===== src/rtl/imm_pack.sv =====
// imm_pack: packs a signed 32-bit immediate into the RISC-V I/S/B/J immediate
// bit positions of a base instruction word, with range/alignment checking.
// This is the inverse of the immediate extender and feeds the instruction
// memory preload / self-test loader through a one-deep valid/ready stage.
//
// Ports:
//   clk        rising-edge clock
//   reset_n    asynchronous active-low reset
//   in_valid   input word offered
//   in_ready   block can accept input this cycle (combinational)
//   imm        signed immediate to encode
//   immsrc     00 I-type, 01 S-type, 10 B-type, 11 J-type
//   base       instruction with non-immediate fields (immediate bits ignored)
//   out_valid  encoded word available
//   out_ready  downstream accepts word
//   instr      encoded instruction
//   out_err    immediate not representable for immsrc (qualified by out_valid)
//   word_cnt   words emitted, wraps
//   err_cnt    errored inputs accepted, saturates at all-ones
//
// Optional feature macro: IMM_PACK_DROP_ERR_EN
//   defined   : errored inputs are consumed but produce no output word;
//               out_err is tied 0, err_cnt still counts them.
//   undefined : errored words are emitted with out_err=1.
//
// Handshake: a transfer happens on a rising edge where valid && ready are both
// 1. The producer holds valid and its payload stable until that edge; ready
// may change freely. in_ready = !out_valid || out_ready, so a word can be
// taken whenever the output stage is empty or is being drained this cycle.

module imm_pack #(
    parameter int CNT_W = 16
) (
    input  logic             clk,
    input  logic             reset_n,
    input  logic             in_valid,
    output logic             in_ready,
    input  logic [31:0]      imm,
    input  logic [1:0]       immsrc,
    input  logic [31:0]      base,
    output logic             out_valid,
    input  logic             out_ready,
    output logic [31:0]      instr,
    output logic             out_err,
    output logic [CNT_W-1:0] word_cnt,
    output logic [CNT_W-1:0] err_cnt
);

    typedef enum logic [1:0] {
        SRC_I = 2'b00,
        SRC_S = 2'b01,
        SRC_B = 2'b10,
        SRC_J = 2'b11
    } imm_src_e;

    logic             out_valid_q, out_valid_d;
    logic [31:0]      instr_q, instr_d;
    logic [CNT_W-1:0] word_cnt_q, word_cnt_d;
    logic [CNT_W-1:0] err_cnt_q, err_cnt_d;

    logic        accept;
    logic        consume;
    logic        emit;
    logic [31:0] pack_word;
    logic        pack_err;

    // Sign-range checks: the bits above the top encodable bit must all equal
    // the top encodable bit, i.e. the slice is all ones or all zeros.
    logic sext_ok_11;
    logic sext_ok_12;
    logic sext_ok_20;

    assign sext_ok_11 = (&imm[31:11]) || !(|imm[31:11]);
    assign sext_ok_12 = (&imm[31:12]) || !(|imm[31:12]);
    assign sext_ok_20 = (&imm[31:20]) || !(|imm[31:20]);

    always_comb begin
        pack_word = base;
        pack_err  = 1'b0;
        case (imm_src_e'(immsrc))
            SRC_I: begin
                pack_word = {imm[11:0], base[19:0]};
                pack_err  = !sext_ok_11;
            end
            SRC_S: begin
                pack_word = {imm[11:5], base[24:12], imm[4:0], base[6:0]};
                pack_err  = !sext_ok_11;
            end
            SRC_B: begin
                pack_word = {imm[12], imm[10:5], base[24:12], imm[4:1], imm[11], base[6:0]};
                pack_err  = !sext_ok_12 || imm[0];
            end
            SRC_J: begin
                pack_word = {imm[20], imm[10:1], imm[11], imm[19:12], base[11:0]};
                pack_err  = !sext_ok_20 || imm[0];
            end
            default: begin
                pack_word = base;
                pack_err  = 1'b0;
            end
        endcase
    end

    assign in_ready = !out_valid_q || out_ready;
    assign accept   = in_valid && in_ready;
    assign consume  = out_valid_q && out_ready;

`ifdef IMM_PACK_DROP_ERR_EN
    // Errored words are swallowed: accepted but never presented.
    assign emit    = accept && !pack_err;
    assign out_err = 1'b0;
`else
    logic out_err_q, out_err_d;

    assign emit    = accept;
    assign out_err = out_err_q;

    always_comb begin
        out_err_d = out_err_q;
        if (emit) begin
            out_err_d = pack_err;
        end
    end

    always_ff @(posedge clk or negedge reset_n) begin
        if (!reset_n) begin
            out_err_q <= 1'b0;
        end else begin
            out_err_q <= out_err_d;
        end
    end
`endif

    always_comb begin
        out_valid_d = out_valid_q;
        instr_d     = instr_q;
        word_cnt_d  = word_cnt_q;
        err_cnt_d   = err_cnt_q;

        // Accept takes priority: a simultaneous consume + accept reloads the
        // register and keeps out_valid high (unless the new word is dropped).
        if (accept) begin
            out_valid_d = emit;
        end else if (consume) begin
            out_valid_d = 1'b0;
        end

        // Load only on emit so idle-cycle X on imm/base never reaches instr.
        if (emit) begin
            instr_d = pack_word;
        end

        if (consume) begin
            word_cnt_d = word_cnt_q + CNT_W'(1);
        end

        if (accept && pack_err && (err_cnt_q != {CNT_W{1'b1}})) begin
            err_cnt_d = err_cnt_q + CNT_W'(1);
        end
    end

    always_ff @(posedge clk or negedge reset_n) begin
        if (!reset_n) begin
            out_valid_q <= 1'b0;
            instr_q     <= 32'h0;
            word_cnt_q  <= '0;
            err_cnt_q   <= '0;
        end else begin
            out_valid_q <= out_valid_d;
            instr_q     <= instr_d;
            word_cnt_q  <= word_cnt_d;
            err_cnt_q   <= err_cnt_d;
        end
    end

    assign out_valid = out_valid_q;
    assign instr     = instr_q;
    assign word_cnt  = word_cnt_q;
    assign err_cnt   = err_cnt_q;

endmodule


===== config.mk =====
export PLATFORM = sky130hd
export DESIGN_NAME = imm_pack
export DESIGN_NICKNAME = d
export VERILOG_FILES = /design/src/rtl/imm_pack.sv
export SDC_FILE = /design/constraint.sdc
export NUM_CORES = 1
export LEC_CHECK = 0
export ABC_AREA = 1
export ABC_CLOCK_PERIOD_IN_PS = 2700
export CAP_MARGIN = 20
export CELL_PAD_IN_SITES_DETAIL_PLACEMENT = 1
export CELL_PAD_IN_SITES_GLOBAL_PLACEMENT = 2
export CORE_MARGIN = 4
export CORE_UTILIZATION = 25
export CTS_CLUSTER_SIZE = 40
export DETAILED_ROUTE_END_ITERATION = 12
export HOLD_SLACK_MARGIN = 0.15
export PLACE_DENSITY_LB_ADDON = 0.1
export SETUP_SLACK_MARGIN = 0.2
export SYNTH_ARGS = -nofsm -noshare
export SYNTH_HDL_FRONTEND = slang
export SYNTH_SLANG_ARGS = --single-unit

===== constraint.sdc =====
create_clock -name clk -period 2.7 [get_ports clk]
set_clock_uncertainty 0.15 [all_clocks]
set_input_delay 0.27 -clock clk [delete_from_list [all_inputs] [get_ports clk]]
set_output_delay 0.27 -clock clk [all_outputs]
set_load 0.005 [all_outputs]

==> results.txt <==
Status - finished, final reports clean
Power per cell area - 596 nW/um2
Ys Warns - 0
HPWL Detailed - 8.40 mm
Min Tclk post-route - 2150 ps
Vias in the first global route - 3636
Reg-to-reg critical path startpoint - err_cnt[0]
Final period util - 79.4%
CTS tree - built
Clock Latency Late Sink - 330 ps
H-tree lvl count - 3
RSZ-0062 raised after global routing - false
Area Growth Syn to Fin - 52.3%
Worst-Margin Slew - 592 ps
Die area - 15600 um2
HP Start - word_cnt[15]
Core area - 13300 um2
Cells after synthesis - 439
1st-iter DRT viols - 179
Final Max Slew Viols - 0
Gpl congestion - 0.736
Setup Buffers After CTS - 0
Peak supply drop - 0.236 mV
Die outline width - 125 um
GRT Total Usage - 15.0%
Seq cells post-synth - 66
Critical Path AT - 2270 ps
Fin Setup TNS - 0 ps
Routing usage on met1 - 20.3%
Busiest metal layer after global routing - met2
CTS Sinks - 66
Share of layout cells above drive strength 1 - 7.23%
Met2 usage - 23.7%
Drt first pass iters - 4
Ports - 137
Post-Syn Area - 3430 um2
Via-to-Cell Ratio - 4.38
Largest net degree at the start of global routing - 46
Max-slew headroom - 60.5%
Max-cap violations - 0
Hold Violations, Final - 0
Synth cell types - 25
Vias - 3314
CTS max path bufs - 2
Routed WL - 11.3 mm
Clock-pin slew on the worst setup and hold paths - 60 ps
Syn nets - 511
Number of antenna violations at the first check in global routing - 0
Met3 Resource Use GR - 3.84%
Static leakage - 2.35 nW
CP required - 2820 ps
Diodes inserted - 0
Num rows - 42
Initial core utilization - 25.7%
Worst-path maximum fanout - 17
R2r setup slk - 550 ps
Post-route cell area - 5220 um2
Routed wire per std cell - 14.9 um
Placed cell areas - 4950 um2
Critical Path End Type - register
Max Fclk - 0.466 GHz
Seq/Total Area, Yosys - 48.2%
Crit Path Class - reg -> reg
R2R depth - 9
Yosys top cell area share - 48.2%
Die Ht - 125 um
Detail Route Antenna Nets - 0
Top post-synthesis cells by area - dfrtp_1, nand2_1, nor2_1, xor2_1, inv_1
Root Buffer - clkbuf_16
DRC - 0
PostCTS Resize Cnt - 0
Total gr overflow - 0
RR Endpoint - err_cnt[15]
Filler cells - 1637
Synth area leader - dfrtp_1
IO buf count - 129
First-pass GRT wire length - 19.0 mm
Hold Crit Depth - 1
Final Setup Violations - 0
CTS Buf Count - 9
Hold path endpoint - word_cnt[15]
CP Launch Type - register
Hold Crit Class - reg -> reg
Avg Inst Size Synth - 7.80 um2
Nets - 649
Hold_buf cts - 1
how the worst max path moves through the flow:
stage | from | to | slack [ps] | cells after the start
after global placement | imm[12] | err_cnt[7] | 360 | 13
after floorplan | err_cnt[0] | err_cnt[7] | 940 | 9
final | err_cnt[0] | err_cnt[15] | 550 | 9
after global routing | err_cnt[0] | err_cnt[7] | 280 | 9
after CTS | err_cnt[0] | err_cnt[8] | 510 | 9
after detailed placement | imm[12] | err_cnt[6] | 330 | 13
report_power, final:
group	total [mW]	internal [mW]	switching [mW]	leakage, nW
clock	1.05	0.608	0.441	0.127
sequential	1.27	1.14	0.133	0.819
combinational	0.789	0.461	0.328	1.41
through the flow:
| stage | util (%) | setup slack [ps] | hold slack [ps] | total power [mW] | instances |
|---|---|---|---|---|---|
| after floorplan | - | 938 | -176 | 1.55 | 439 |
| after global placement | 37.1 | 362 | 155 | 2.07 | 741 |
| after detailed placement | 37.1 | 329 | 147 | 2.09 | 741 |
| after CTS | 39.1 | 514 | 315 | 3.17 | 757 |
| after global routing | 39.1 | 280 | 346 | 3.31 | 757 |
| final | 39.1 | 555 | 322 | 3.11 | 757 |
synth_stat cells, drive strengths merged:
master and instances:
clkbuf 4, mux2 1, inv 31, nand4 16, nor3 8, xnor2 11
a21oi 20, a31oi 2, nor2 64, ha 2, dfrtp 66, nand3 13
buf 6, o21ai 19, nand3b 1, xor2 18, nand2 157
routing by layer:
metal	vias to the layer above	part of all wire (%)
met4	0	1.5
met3	11	4.0
met5	-	0
li1	1666	-
met2	83	46
met1	1554	48
cell families (layout without fill, tap and decap cells):
group / Yosys count / in the layout / share of synthesized area (%)
and+or+nand+nor: 259 / 259 / 32.0
DFF: 66 / 66 / 48.2
AOI/OAI and AO/OA: 41 / 41 / 6.39
buffers and inverters: 41 / 183 / 4.89
xor gates and xnor gates: 29 / 29 / 7.41
adders and majority gates: 2 / 2 / 0.730
muxes: 1 / 1 / 0.329
cells in the final DEF, fill, tap and decap left out, drive strengths merged:
cell and count:
nand2 157, clkdlybuf4s50 128, dfrtp 66, nor2 64, inv 31, a21oi 20
o21ai 19, xor2 18, nand4 16, nand3 13, xnor2 11, clkbuf 9
buf 8, nor3 8, clkinv 4, a31oi 2, ha 2, clkinvlp 2
nand3b 1, mux2 1, dlygate4sd3 1
area by class of cell:
class / instances / area, um2 / share of cell area, %
sequential: 66 / 1650 / 31.7
inverter: 31 / 116 / 2.23
tap: 176 / 220 / 4.22
clock buffer: 9 / 225 / 4.32
timing repair buffer: 137 / 1360 / 26.1
multi-input combinational: 332 / 1610 / 30.8
clock inverter: 6 / 35.0 / 0.672
worst max-delay path: stages, from the launching register on:
cell	delay, ps
dfrtp_1	420
ha_1	270
inv_1	70
nor2_2	170
nand2_1	120
nor3_2	130
nand2_2	270
nand3_4	320
nand2_1	90
nand2_1	60
sequential cells by signal (all words and copies together) (netlist names):
name / cells
out_valid: 1
instr: 32
out_err: 1
err_cnt: 16
word_cnt: 16
Power figures use the tool's default switching activity.
